<file path="config.mk">
export PLATFORM = sky130hd
export DESIGN_NAME = gate_sweep_sequencer
export DESIGN_NICKNAME = d
export VERILOG_FILES = /design/src/rtl/gate_sweep_sequencer.sv
export SDC_FILE = /design/constraint.sdc
export NUM_CORES = 1
export LEC_CHECK = 0
export BUFFER_PORTS_ARGS = -buffer_cell sky130_fd_sc_hd__buf_2
export CAP_MARGIN = 20
export CORE_MARGIN = 8
export CORE_UTILIZATION = 50
export DETAILED_ROUTE_END_ITERATION = 12
export GPL_ROUTABILITY_DRIVEN = 0
export PLACE_DENSITY = 0.71
export SETUP_SLACK_MARGIN = 0.4
export SKIP_CTS_REPAIR_TIMING = 1
export SYNTH_ARGS = -nofsm -noshare
export SYNTH_HDL_FRONTEND = slang
export SYNTH_SLANG_ARGS = --single-unit
</file>
<file path="constraint.sdc">
create_clock -name clk -period 5.6 [get_ports clk]
set_input_delay 1.12 -clock clk [delete_from_list [all_inputs] [get_ports clk]]
set_output_delay 1.12 -clock clk [all_outputs]
set_load 0.02 [all_outputs]
</file>
<file path="src/rtl/gate_sweep_sequencer.sv">
// Built-in self-test sweep for a 3-input selectable gate: drives all 48 (sel, input) vectors and checks the gate's answers.
// Build option: define SWEEP_STOP_ON_ERR_EN to end the sweep at the first failing vector and hold that vector on the outputs.
module gate_sweep_sequencer #(
  parameter int SETTLE = 1
) (
  input  logic       clk,
  input  logic       rst_n,
  input  logic       start,
  input  logic       dut_out,
  output logic       in1,
  output logic       in2,
  output logic       in3,
  output logic [2:0] sel,
  output logic       act,
  output logic       busy,
  output logic       done,
  output logic       pass,
  output logic [5:0] err_count,
  output logic       mismatch
);

  typedef enum logic [1:0] {
    ST_IDLE = 2'b00,
    ST_WAIT = 2'b01,
    ST_DONE = 2'b10
  } state_t;

  localparam logic [3:0] SETTLE_LD = 4'(SETTLE);
  localparam logic [5:0] ERR_MAX   = 6'd48;

  // Golden truth table of the gate block for each legal select code.
  function automatic logic gate_ref(input logic [2:0] f, input logic [2:0] v);
    logic r;
    case (f)
      3'b001:  r = &v;
      3'b010:  r = |v;
      3'b011:  r = ^v;
      3'b100:  r = ~(&v);
      3'b101:  r = ~(|v);
      3'b110:  r = ~(^v);
      default: r = 1'b0;
    endcase
    return r;
  endfunction

  state_t      r_state;
  logic [3:0]  r_wait;
  logic [2:0]  r_sel;
  logic [2:0]  r_vec;
  logic        r_act;
  logic        r_busy;
  logic        r_done;
  logic        r_pass;
  logic [5:0]  r_err_count;
  logic        r_mismatch;

  logic        w_expect;
  logic        w_fail;
  logic        w_last;
  logic [5:0]  w_err_next;

  // Compare the current sample against the golden model and compute the saturating error count.
  always_comb begin
    w_expect   = gate_ref(r_sel, r_vec);
    w_fail     = (dut_out != w_expect);
    w_last     = (r_sel == 3'b110) && (r_vec == 3'b111);
    w_err_next = r_err_count;
    if (w_fail && (r_err_count != ERR_MAX)) begin
      w_err_next = r_err_count + 6'd1;
    end else begin
      w_err_next = r_err_count;
    end
  end

  // Sweep sequencer: all outputs are registered here.
  always_ff @(posedge clk or negedge rst_n) begin
    if (!rst_n) begin
      r_state     <= ST_IDLE;
      r_wait      <= 4'd0;
      r_sel       <= 3'b000;
      r_vec       <= 3'b000;
      r_act       <= 1'b0;
      r_busy      <= 1'b0;
      r_done      <= 1'b0;
      r_pass      <= 1'b0;
      r_err_count <= 6'd0;
      r_mismatch  <= 1'b0;
    end else begin
      r_done     <= 1'b0;
      r_mismatch <= 1'b0;
      case (r_state)
        ST_IDLE: begin
          if (start) begin
            r_state     <= ST_WAIT;
            r_wait      <= SETTLE_LD;
            r_sel       <= 3'b001;
            r_vec       <= 3'b000;
            r_act       <= 1'b1;
            r_busy      <= 1'b1;
            r_pass      <= 1'b0;
            r_err_count <= 6'd0;
          end else begin
            r_state <= ST_IDLE;
          end
        end
        ST_WAIT: begin
          if (r_wait != 4'd0) begin
            r_wait <= r_wait - 4'd1;
          end else begin
            r_err_count <= w_err_next;
            r_mismatch  <= w_fail;
`ifdef SWEEP_STOP_ON_ERR_EN
            // A failing vector stays on the gate inputs so the fault can be inspected.
            if (w_fail || w_last) begin
              r_state <= ST_DONE;
              r_done  <= 1'b1;
              r_busy  <= 1'b0;
              r_act   <= 1'b0;
              r_pass  <= (w_err_next == 6'd0);
              if (!w_fail) begin
                r_sel <= 3'b000;
                r_vec <= 3'b000;
              end else begin
                r_sel <= r_sel;
                r_vec <= r_vec;
              end
            end else begin
              r_wait <= SETTLE_LD;
              r_vec  <= r_vec + 3'd1;
              if (r_vec == 3'b111) begin
                r_sel <= r_sel + 3'd1;
              end else begin
                r_sel <= r_sel;
              end
            end
`else
            if (w_last) begin
              r_state <= ST_DONE;
              r_done  <= 1'b1;
              r_busy  <= 1'b0;
              r_act   <= 1'b0;
              r_pass  <= (w_err_next == 6'd0);
              r_sel   <= 3'b000;
              r_vec   <= 3'b000;
            end else begin
              r_wait <= SETTLE_LD;
              r_vec  <= r_vec + 3'd1;
              if (r_vec == 3'b111) begin
                r_sel <= r_sel + 3'd1;
              end else begin
                r_sel <= r_sel;
              end
            end
`endif
          end
        end
        ST_DONE: begin
          r_state <= ST_IDLE;
        end
        default: begin
          r_state <= ST_IDLE;
          r_act   <= 1'b0;
          r_busy  <= 1'b0;
        end
      endcase
    end
  end

  assign in1       = r_vec[2];
  assign in2       = r_vec[1];
  assign in3       = r_vec[0];
  assign sel       = r_sel;
  assign act       = r_act;
  assign busy      = r_busy;
  assign done      = r_done;
  assign pass      = r_pass;
  assign err_count = r_err_count;
  assign mismatch  = r_mismatch;

endmodule

</file>
==> flow_metrics.env <==
export IMPL_cts_root_buf="clkbuf_4"
export IMPL_cts_made_buffers=3
export IMPL_drt_iter0_drc=69
export IMPL_p_clk_frac=0.150
export IMPL_routedWlPerCell_um=15.6
export IMPL_syn_to_final_growth_pct=10.8
export IMPL_maxCapViolCount=0
export IMPL_endpoint_kind="flop"
export IMPL_tns_ps=0
export IMPL_grt_pass1_wl_mm=5.67
export IMPL_r2r_slack_ps=2960
export IMPL_routed_wl_mm=3.20
export IMPL_grt_usage=0.135
export IMPL_gr_total_overflow=0
export IMPL_critical_path_slowest_cell="xor2_2"
export IMPL_antenna_left=0
export IMPL_reg2reg_depth=8
export IMPL_cts_tree="yes"
export IMPL_ios=21
export IMPL_fin_crit_ps=2640
export IMPL_worstPathArrival_ps=2850
export IMPL_cts_path_max_buffers=2
export IMPL_die_height_um=70.0
export IMPL_critPathLaunch="r_vec[1]"
export IMPL_cpMostUsedCell="a221o_1"
export IMPL_start_util=0.529
export IMPL_path_cells="ha_1 > ha_1 > a221o_1 > a221o_1 > o31ai_2 > xor2_2 > nor3_2 > a221o_1"
export IMPL_rsz0062_at_grt="no"
export IMPL_vias_per_cell=5.95
export IMPL_worstPathMaxFanout=12
export IMPL_p_leak_nw=0.776
export IMPL_status="complete, no violations"
export IMPL_finalCritPeriodShare=0.471
export IMPL_fin_skew_ps=1.08
export IMPL_setup_violations=0
export IMPL_worstSetupEndpoint="err_count[1]"
export IMPL_r2r_start="r_vec[1]"
export IMPL_drv_slew=0
export IMPL_worstPathRequired_ps=5810
export IMPL_startpoint_type="flop"
export IMPL_layout_common_cells="dfrtp_1, buf_2, inv_1"
export IMPL_ys_seq_area_frac=0.378
export IMPL_firstDrtPassIters=4
export IMPL_slowest_delay_ps=450
export IMPL_fillers=256
export IMPL_drc=0
export IMPL_clk_pin_slew_worst_paths_ps=130
export IMPL_syn_avg_cell_area_sq_um=9.34
export IMPL_crit_buf_inv=0
export IMPL_critPathTopFamily="compound AO/OA/AOI/OAI gates"
export IMPL_synth_seq_cells=22
export IMPL_final_common_cell="dfrtp_1"
export IMPL_syn_area_sq_um=1460
export IMPL_critPathKind="reg2reg"
export IMPL_worst_pin_slew_ps=675
export IMPL_hold_viol_final=0
export IMPL_dr_total_vias=1220
export IMPL_die_area_sq_um=4900
export IMPL_slew_headroom=0.546
export IMPL_die_w_um=70.0
export IMPL_antenna_found_initial=0
export IMPL_p_int_mw=0.455
export IMPL_synth_nets=171
export IMPL_ctsHtreeMaxLevel=1
export IMPL_powerDensity_nw_per_um2=510
export IMPL_netlist_instances=156
export IMPL_grt_start_max_net_pins=23
export IMPL_port_buffers=20
export IMPL_core_area_sq_um=2760
export IMPL_dpl_hpwl_mm=2.38
export IMPL_num_nets_final=190
export IMPL_reg2reg_to="err_count[1]"
export IMPL_p_switching_mw=0.369
export IMPL_n_antenna_cell=0
export IMPL_holdWs_ps=527
export IMPL_max_freq_mhz=379
export IMPL_netSwitchingFraction=0.448
export IMPL_seq_power_share=0.331
export IMPL_min_path_type="reg2reg"
export IMPL_cp_num_cells=8
export IMPL_rows=19
export IMPL_drive_gt1_frac=0.184
export IMPL_power_share_combinational=0.519
export IMPL_synth_distinct_cells=46
export IMPL_grt_pass1_vias=1251
export IMPL_clk_latency_ps=310
export IMPL_ir_worst_vdd_mv=0.341
export IMPL_clock_sinks=22
export IMPL_yosysWarnings=0
## registers in the layout, indices dropped and copies added, names as in the netlist
register,flops
mismatch,1
pass,1
sel,3
busy,1
r_wait,4
err_count,6
done,1
r_state,2
r_vec,3
## cells in the mapped netlist, drive strengths merged
library cell / instances / area [sq um]
nand2b: 4 / 32.5
clkbuf: 4 / 15.0
a31oi: 2 / 12.5
dfrtp: 22 / 551
nand4: 2 / 12.5
nor2: 11 / 41.3
or4: 3 / 22.5
a21oi: 3 / 15.0
o31a: 1 / 8.76
o32a: 1 / 10.0
o2111ai: 1 / 8.76
o21bai: 1 / 7.51
or3: 2 / 12.5
o21ai: 6 / 30.0
nor2b: 4 / 25.0
o31ai: 1 / 12.5
o32ai: 2 / 17.5
and2: 2 / 12.5
o41ai: 1 / 8.76
mux2: 1 / 11.3
ha: 11 / 138
a32oi: 1 / 8.76
o211ai: 4 / 30.0
xor2: 4 / 42.6
a32o: 2 / 20.0
or2: 1 / 6.26
o221ai: 2 / 17.5
inv: 16 / 60.1
a31o: 1 / 8.76
nand4b: 1 / 8.76
buf: 2 / 18.8
a2bb2oi: 1 / 8.76
a221o: 3 / 30.0
o211a: 1 / 10.0
nand3: 7 / 35.0
a22oi: 2 / 15.0
nor3: 6 / 35.0
nand2: 11 / 41.3
a22o: 2 / 18.8
a21o: 1 / 7.51
mux2i: 3 / 30.0
## worst reg2reg max path: cells and delay by family, from the launching register on
kind / cells / cell delay [ps]
AO/OA/AOI/OAI: 4 / 1100
XOR/XNOR: 1 / 450
adder cells (fa/ha/maj): 2 / 440
flip-flops: 1 / 430
AND/OR/NAND/NOR: 1 / 110
## how the worst min path moves through the flow
stage               slack, ps  cells past startpoint  startpoint         to
floorplan                 470                      1   r_wait[0]  r_wait[0]
global placement          500                      1   r_wait[0]  r_wait[0]
detailed placement        510                      1   r_wait[0]  r_wait[0]
CTS                       530                      1   r_wait[0]  r_wait[0]
global route              550                      1   r_wait[0]  r_wait[0]
finish                    530                      1   r_wait[0]  r_wait[0]
## final cells by class
cell class	count	area [sq um]	share of cell area
repair buffers	20	100	0.0620
clock buffers	3	22.5	0.0139
multi-input cells	112	813	0.503
inverters	16	60.1	0.0372
clock inverters	1	30.0	0.0186
well taps	31	38.8	0.0240
flip-flops and latches	22	551	0.341
## metrics by stage
step                      power, mW  instances  utilization  cell area (sq um)  worst slack (ps)
final                         0.823        205        0.586               1620              2960
after CTS                     0.829        205        0.586               1620              2970
after detailed placement      0.705        201        0.567               1560              2990
after floorplan               0.610        156            -               1460              3120
after global placement        0.687        201        0.567               1560              3090
after global routing          0.895        205        0.586               1620              2770
## per-layer routing
layer / share of wire / up-vias / GRT usage
met2: 0.50 / 25 / 0.239
met3: 0.048 / 2 / 0.0240
met4: 0.0050 / 0 / 0.0335
li1: - / 604 / -
met1: 0.45 / 589 / 0.164
met5: 0 / - / 0
## power by group through the flow
stage / clock network (mW) / registers [mW] / logic (mW)
after detailed placement: 0 / 0.276 / 0.429
after floorplan: 0 / 0.299 / 0.311
after global routing: 0.131 / 0.283 / 0.481
final: 0.124 / 0.273 / 0.427
after global placement: 0 / 0.270 / 0.417
after CTS: 0.126 / 0.272 / 0.431
## kinds of logic after synthesis
logic type | Yosys count | synth area share
compound gates | 39 | 0.210
xor+xnor | 4 | 0.0292
fa+ha+maj | 11 | 0.0944
buf+inv | 22 | 0.0644
flops | 22 | 0.378
mux | 4 | 0.0283
simple gates | 54 | 0.196
Note: power is estimated with default switching activity, not from simulation.
